`config.mk`:
```
export PLATFORM = sky130hd
export DESIGN_NAME = instr_sequencer
export DESIGN_NICKNAME = d
export VERILOG_FILES = /design/src/rtl/instr_sequencer.sv
export SDC_FILE = /design/constraint.sdc
export NUM_CORES = 1
export LEC_CHECK = 0
export CAP_MARGIN = 30
export CORE_MARGIN = 5
export CORE_UTILIZATION = 25
export DETAILED_ROUTE_END_ITERATION = 8
export PLACE_DENSITY = 0.53
export SETUP_SLACK_MARGIN = 0.1
export SLEW_MARGIN = 20
export SYNTH_ARGS = -nofsm -noshare
export SYNTH_HDL_FRONTEND = slang
export SYNTH_SLANG_ARGS = --single-unit
```
`constraint.sdc`:
```
create_clock -name clock -period 2.7 [get_ports clock]
set_input_delay 0.54 -clock clock [delete_from_list [all_inputs] [get_ports clock]]
set_output_delay 0.54 -clock clock [all_outputs]
set_load 0.05 [all_outputs]
```
`src/rtl/instr_sequencer.sv`:
```
// Fetch/decode/execute sequencer producing the state code consumed by control_unit.
// Every output is registered, so `state` reflects the FSM state entered on the last edge.
module instr_sequencer #(
  parameter int unsigned OPW  = 8,
  parameter int unsigned CNTW = 16
) (
  input  logic            clock,
  input  logic            reset,
  input  logic            start,
  input  logic [OPW-1:0]  opcode,
  output logic [5:0]      state,
  output logic            busy,
  output logic            done,
  output logic            illegal,
  output logic [CNTW-1:0] instr_count
);

  typedef enum logic [4:0] {
    StIdle,
    StFetch1,
    StFetch2,
    StFetch3,
    StDecode,
    StClac,
    StLdac1,
    StLdac2,
    StLdac3,
    StStac1,
    StStac2,
    StStac3,
    StMvacr,
    StMvrac,
    StAdd,
    StMul
  } fsm_e;

  fsm_e fsm_q, fsm_d;
  logic retire;
  logic bad_op;

  // DECODE shares code 0 with IDLE so the IR gets a settling slot with a null control word.
  function automatic logic [5:0] code_of(input fsm_e s);
    case (s)
      StFetch1: code_of = 6'd1;
      StFetch2: code_of = 6'd2;
      StFetch3: code_of = 6'd3;
      StClac:   code_of = 6'd4;
      StLdac1:  code_of = 6'd5;
      StLdac2:  code_of = 6'd6;
      StLdac3:  code_of = 6'd7;
      StStac1:  code_of = 6'd8;
      StStac2:  code_of = 6'd9;
      StStac3:  code_of = 6'd10;
      StMvacr:  code_of = 6'd11;
      StMvrac:  code_of = 6'd12;
      StAdd:    code_of = 6'd13;
      StMul:    code_of = 6'd14;
      default:  code_of = 6'd0;
    endcase
  endfunction

  always_comb begin
    fsm_d  = fsm_q;
    retire = 1'b0;
    bad_op = 1'b0;
    unique case (fsm_q)
      StIdle:   if (start) fsm_d = StFetch1;
      StFetch1: fsm_d = StFetch2;
      StFetch2: fsm_d = StFetch3;
      StFetch3: fsm_d = StDecode;
      StDecode: begin
        case (opcode)
          OPW'(1): fsm_d = StClac;
          OPW'(2): fsm_d = StLdac1;
          OPW'(3): fsm_d = StStac1;
          OPW'(4): fsm_d = StMvacr;
          OPW'(5): fsm_d = StMvrac;
          OPW'(6): fsm_d = StAdd;
          OPW'(7): fsm_d = StMul;
          OPW'(8): fsm_d = StIdle;
          OPW'(0): begin
            fsm_d  = StFetch1;
            retire = 1'b1;
          end
          default: begin
            fsm_d  = StFetch1;
            retire = 1'b1;
            bad_op = 1'b1;
          end
        endcase
      end
      StLdac1: fsm_d = StLdac2;
      StLdac2: fsm_d = StLdac3;
      StStac1: fsm_d = StStac2;
      StStac2: fsm_d = StStac3;
      StLdac3, StStac3, StClac, StMvacr, StMvrac, StAdd, StMul: begin
        fsm_d  = StFetch1;
        retire = 1'b1;
      end
      default: fsm_d = StIdle;
    endcase
  end

  always_ff @(posedge clock) begin
    if (reset) begin
      fsm_q       <= StIdle;
      state       <= 6'd0;
      busy        <= 1'b0;
      done        <= 1'b0;
      illegal     <= 1'b0;
      instr_count <= '0;
    end else begin
      fsm_q <= fsm_d;
      state <= code_of(fsm_d);
      busy  <= (fsm_d != StIdle);
      done  <= (fsm_q == StDecode) && (fsm_d == StIdle);
      if (fsm_q == StIdle && start) begin
        instr_count <= '0;
        illegal     <= 1'b0;
      end else begin
        if (retire) instr_count <= instr_count + CNTW'(1);
        if (bad_op) illegal <= 1'b1;
      end
    end
  end

endmodule

```
==> out/results.ini, run 1 <==
[run_status]
status = finished clean

[critical_path]
cp_max_fo = 5
arrival_ns = 2.69
crit_path_start_kind = input port
worstSetupPathType = in -> reg
worstPathRequired_ns = 2.89
endpoint_kind = flip-flop

[placement]
dp_slack_ns = -0.192
portBuffers = 33
gp_congestion = 0.777
hpwl_um = 2620
dp_cells = 280
placed_cell_area_um2 = 2020

[global_route]
grt_pass1_wl_um = 5870
grt_max_degree = 18
grt_usage_pct = 9.42
gr-total-overflow = 0
grt_pass1_vias = 1278
antenna_found_initial = 0

[drt]
drc = 0
wl_per_cell_um = 12.5
highest_layer = met4
first_pass_iters = 4
drtIter0Drc = 39
vias = 1292
routed_wl_um = 3540
wl_met3_um = 182
antenna_left = 0
drt-met1-wl_um = 1790
viasPerCell = 4.55
wl_met2_um = 1520

[timing]
slew-limit-headroom_pct = 65.7
fin_ws_ns = 0.206
finalSetupViolCount = 0
maxSlewViolCount = 0
worst_pin_slew_ns = 0.513
fin_crit_ns = 2.49
fin_crit_sh_pct = 92.4
whs_ns = 0.454
setup-tns-final_ns = 0
skew_ns = 0.00933
finalHoldViolations = 0
rsz0062_at_grt = false
fmax_mhz = 401

[layout]
final_cell_count_no_fill = 284
fin_area_um2 = 2100
final_nets = 226
finish.utilization_pct = 35.3
synthToLayoutAreaGrowth_pct = 37.1
layout-drive-gt1-share_pct = 14.8
antennaDiodeCount = 0

[cts]
cts_made_buffers = 3
hold_buffers = 0
clkLatencyLatePin_ns = 0.28
cts_setup_buffers = 0
cts_tree = done
clock-root-buffer = clkbuf_8
cts_buffer_depth = 2
clk_transition_reported_paths_ns = 0.11
htreeDepth = 1
cts_num_sinks = 28

[synthesis]
synth_area_per_cell_um2 = 9.17
async_flop_share_pct = 0
synth_top_area_cell = dfxtp_1
synth_warnings = 0
synth_top_area_share_pct = 36.6
yosysMostFrequentCell = dfxtp_1
ys_ff_latch = 28
synth_flop_cell = dfxtp_1
netlist_instances = 167
netlist_top_cells_area = dfxtp_1, xnor2_1, nor2_1, ha_1, nand2_1
synth-edff-count = 0
synth_area_um2 = 1530
ys_top_cells_by_count = dfxtp_1, nor2_1, xnor2_1, nand2_1, a21oi_1
synth_cell_types = 48
yosysSeqAreaShare_pct = 36.6

[power_and_ir_drop]
fin_total_pwr_mw = 0.883
vdd_drop_max_mv = 0.198
p_leak_nw = 0.720
powerDensity_nw_per_um2 = 421

[floorplan]
fp.coreArea_um2 = 5960
ios = 36
start_util_pct = 25.7
die_w_um = 88.3
fp-row-count = 28
die_y_um = 88.3
die-area_um2 = 7790

[min_path]
hp-class = reg -> reg

[flow_run]
cap_viol_max_count = 0

## report_power, final
part | internal (mW) | leakage [nW] | switching, mW
clock | 0.199 | 0.0357 | 0.137
combinational | 0.0533 | 0.458 | 0.0666
sequential | 0.419 | 0.227 | 0.00835
## logic make-up (layout without fill, tap and decap cells)
group	count (synthesis)	count (layout)	share of synthesized area [%]
AO/OA/AOI/OAI	36	36	20.7
other	1	3	0.245
flip-flops	28	28	36.6
buffers and inverters	18	58	5.56
AND/OR/NAND/NOR	60	60	22.0
XOR/XNOR	19	19	10.9
adder cells (fa/ha/maj)	5	5	4.08
## critical path, cell delays in order
cell and delay (ns):
clkdlybuf4s50_1 0.39, or4_4 0.58, nor4b_4 0.30, a21oi_1 0.14, and2_4 0.20, ha_1 0.30, a221oi_2 0.23
## worst paths after layout
check                               start  endpoint  slack [ns]  cells after the start
worst max-delay path            opcode[5]  state[1]        0.21                      7
worst min-delay path              illegal   illegal        0.45                      2
worst max register to register   fsm_q[4]  state[1]        0.47                      6
worst min register to register    illegal   illegal        0.45                      2
## flip-flops by register name, summed over array words and instances, names as in the netlist
signal / flops
instr_count: 16
fsm_q: 5
state: 4
busy: 1
done: 1
illegal: 1
## final cells by class
cell class	count	area [um2]
sequential	28	561
tap	75	93.8
timing repair buffer	46	440
clock inverter	1	30.0
clock buffer	3	41.3
multi-input combinational	123	903
inverter	8	30.0
fill	645	3860
## metal layers
metal / global-route usage [%] / up-vias
li1: - / 668
met1: 12.8 / 588
met2: 14.8 / 30
met3: 2.98 / 6
met4: 2.06 / 0
met5: 0 / -
## what timing repair did
action,CTS,global route
endpoints found under the setup margin,1,4
gates resized for setup,1,2
pin swaps,0,2
## cell usage in the layout, fill, tap and decap left out, types with 2 or more instances in the layout
| master | n |
|---|---|
| a2111oi_1 | 4 |
| ha_1 | 5 |
| inv_1 | 5 |
| nand3_1 | 3 |
| xnor2_1 | 17 |
| a31oi_1 | 3 |
| clkdlybuf4s50_1 | 33 |
| inv_2 | 3 |
| conb_1 | 3 |
| a21boi_1 | 2 |
| clkbuf_8 | 3 |
| nor3b_1 | 2 |
| xor2_1 | 2 |
| dfxtp_1 | 28 |
| and3_1 | 4 |
| nand2b_1 | 4 |
| a21oi_1 | 7 |
| nand2_1 | 11 |
| a211oi_1 | 5 |
| buf_4 | 12 |
| nor2_1 | 21 |
| nand4_1 | 4 |
(Power assumes the default switching activity.)
==> inputs of run 2 (changes only) <==
- GPL_ROUTABILITY_DRIVEN: not set -> 0
- REMOVE_ABC_BUFFERS: not set -> 1
==> out/results.ini, run 2 (synthesis gave the netlist of run 1 again) <==
[placement]
placed_cell_area_um2 = 2030  ; +0.50%
dp_cells = 283  ; +1.1%
hpwl_um = 2640  ; +0.75%
portBuffers = 33  ; unchanged

[cts]
hold_buffers = 0  ; unchanged
cts_buffer_depth = 2  ; unchanged
clkLatencyLatePin_ns = 0.28  ; about the same
cts_tree = done
cts_made_buffers = 3  ; unchanged
clk_transition_reported_paths_ns = 0.10  ; about the same
clock-root-buffer = clkbuf_8
htreeDepth = 1  ; unchanged
cts_num_sinks = 28  ; unchanged

[layout]
final_nets = 229  ; +1.3%
antennaDiodeCount = 0  ; unchanged
fin_area_um2 = 2100  ; -0.12%
largest_register_ffs = 16  ; unchanged
layout-drive-gt1-share_pct = 16.5  ; +1.7 points
final_cell_count_no_fill = 287  ; +1.1%
final_cell_mix = clkdlybuf4s50_1, dfxtp_1, nor2_1
top_register = instr_count
register_area_um2 = 561  ; unchanged
fillCellCount = 630  ; -2.3%
reg.largest.list = instr_count (16), fsm_q (5), state (4)
layout_commonest_cell = clkdlybuf4s50_1
synthToLayoutAreaGrowth_pct = 36.9
multi_input_area_um2 = 907  ; +0.42%

[critical_path]
rrSetupSlack_ns = 0.48  ; about the same
endpoint_kind = flip-flop
cp_max_fo = 5  ; unchanged
crit_start = opcode[5]
worstPathRequired_ns = 2.90  ; about the same
worstSetupPathType = in -> reg
arrival_ns = 2.70  ; about the same
reg2reg_to = state[1]
reg2reg_depth = 6  ; unchanged
timing.rr.start = fsm_q[1]
crit_path_start_kind = input port

[timing]
worst_pin_slew_ns = 0.514  ; +0.000815 ns
fin_crit_ns = 2.50  ; +0.00776 ns
rsz0062_at_grt = false
finalSetupViolCount = 0  ; unchanged
setup-tns-final_ns = 0  ; unchanged
finalHoldViolations = 0  ; unchanged
slew-limit-headroom_pct = 65.7  ; about the same
fin_crit_sh_pct = 92.7  ; +0.29 points
fmax_mhz = 400  ; -0.31%
skew_ns = 0.00833  ; -0.000996 ns
maxSlewViolCount = 0  ; unchanged

[floorplan]
die_y_um = 88.3  ; unchanged
fp-row-count = 28  ; unchanged
die-area_um2 = 7790  ; unchanged
ios = 36  ; unchanged
fp.coreArea_um2 = 5960  ; unchanged
die_w_um = 88.3  ; unchanged
start_util_pct = 25.7  ; unchanged

[global_route]
grt_pass1_vias = 1213  ; -5.1%
antenna_found_initial = 0  ; unchanged
grt_pass1_wl_um = 5790  ; -1.3%
grt_usage_pct = 9.40  ; -0.025 points
gr-total-overflow = 0  ; unchanged
grt_max_degree = 18  ; unchanged

[drt]
drt-met1-wl_um = 1710  ; -5.0%
wl_met2_um = 1630  ; +7.2%
first_pass_iters = 4  ; unchanged
wl_per_cell_um = 12.4  ; -0.26%
highest_layer = met4
drtIter0Drc = 117  ; +200%
routed_wl_um = 3570  ; +0.79%
antenna_left = 0  ; unchanged
viasPerCell = 4.55  ; +0.10%
drc = 0  ; unchanged
vias = 1307  ; +1.2%
wl_met3_um = 171  ; -6.0%

[power_and_ir_drop]
p_leak_nw = 0.726  ; +0.79%
vdd_drop_max_mv = 0.244  ; +23%
powerDensity_nw_per_um2 = 390  ; -7.4%
fin_total_pwr_mw = 0.817  ; -7.5%

[min_path]
holdPathStages = 2  ; unchanged
hold_end = illegal
hp-class = reg -> reg
hp-start = illegal

[run_status]
status = finished clean

[flow_run]
cap_viol_max_count = 0  ; unchanged

-- run 2: worst max path at each step --
stage / endpoint / slack (ns) / cells after the start
after floorplan: state[1] / 0.04 / 6
after global placement: state[2] / -0.18 / 8
after detailed placement: state[1] / -0.18 / 7
after CTS: state[1] / 0.12 / 7
after global routing: state[1] / 0.09 / 9
final: state[1] / 0.20 / 7
-- run 2: metal layers --
layer | GRT usage, % | up-vias
met5 | 0 | -
li1 | - | 678
met1 | 13.1 | 599
met2 | 14.5 | 26
met3 | 1.86 | 4
met4 | 3.30 | 0
-- run 2: what timing repair did --
item                                    CTS  global route
endpoints found under the setup margin    0             3
endpoints found under the hold margin     0             0
resized for setup                         0             4
buffers inserted                          0             0
-- run 2: metrics by stage --
stage / setup WS (ns) / utilization, % / hold WS [ns]
6_report: 0.198 / 35.2 / 0.463
5_1_grt: 0.0867 / 35.2 / 0.523
4_1_cts: 0.117 / 35.0 / 0.471
3_5_place_dp: -0.179 / 34.1 / 0.450
3_3_place_gp: -0.178 / 34.1 / 0.437
2_1_floorplan: 0.0355 / - / 0.572
-- run 2: final cells by class --
class / count / share of cell area, %
repair buffers: 49 / 21.5
multi-input cells: 123 / 43.3
clock buffers: 4 / 2.63
well taps: 75 / 4.47
flip-flops and latches: 28 / 26.7
inverters: 8 / 1.43
-- run 2: power by group --
| group | leakage [nW] | internal, mW | switching [mW] | total, mW |
|---|---|---|---|---|
| logic | 0.471 | 0.0570 | 0.0662 | 0.123 |
| clock network | 0.0288 | 0.131 | 0.136 | 0.266 |
| registers | 0.227 | 0.419 | 0.00822 | 0.427 |
-- run 2: critical path, cell delays in order --
cell and delay, ns:
clkdlybuf4s50_1 0.39, or4_4 0.58, nor4b_4 0.34, a21oi_2 0.13, and2_4 0.20, ha_1 0.30
a221oi_2 0.23
==> inputs of run 3 (changes only) <==
- TNS_END_PERCENT: not set -> 10
==> results of run 3 <==
The final DEF is identical to that of run 2; final timing and power are the same.
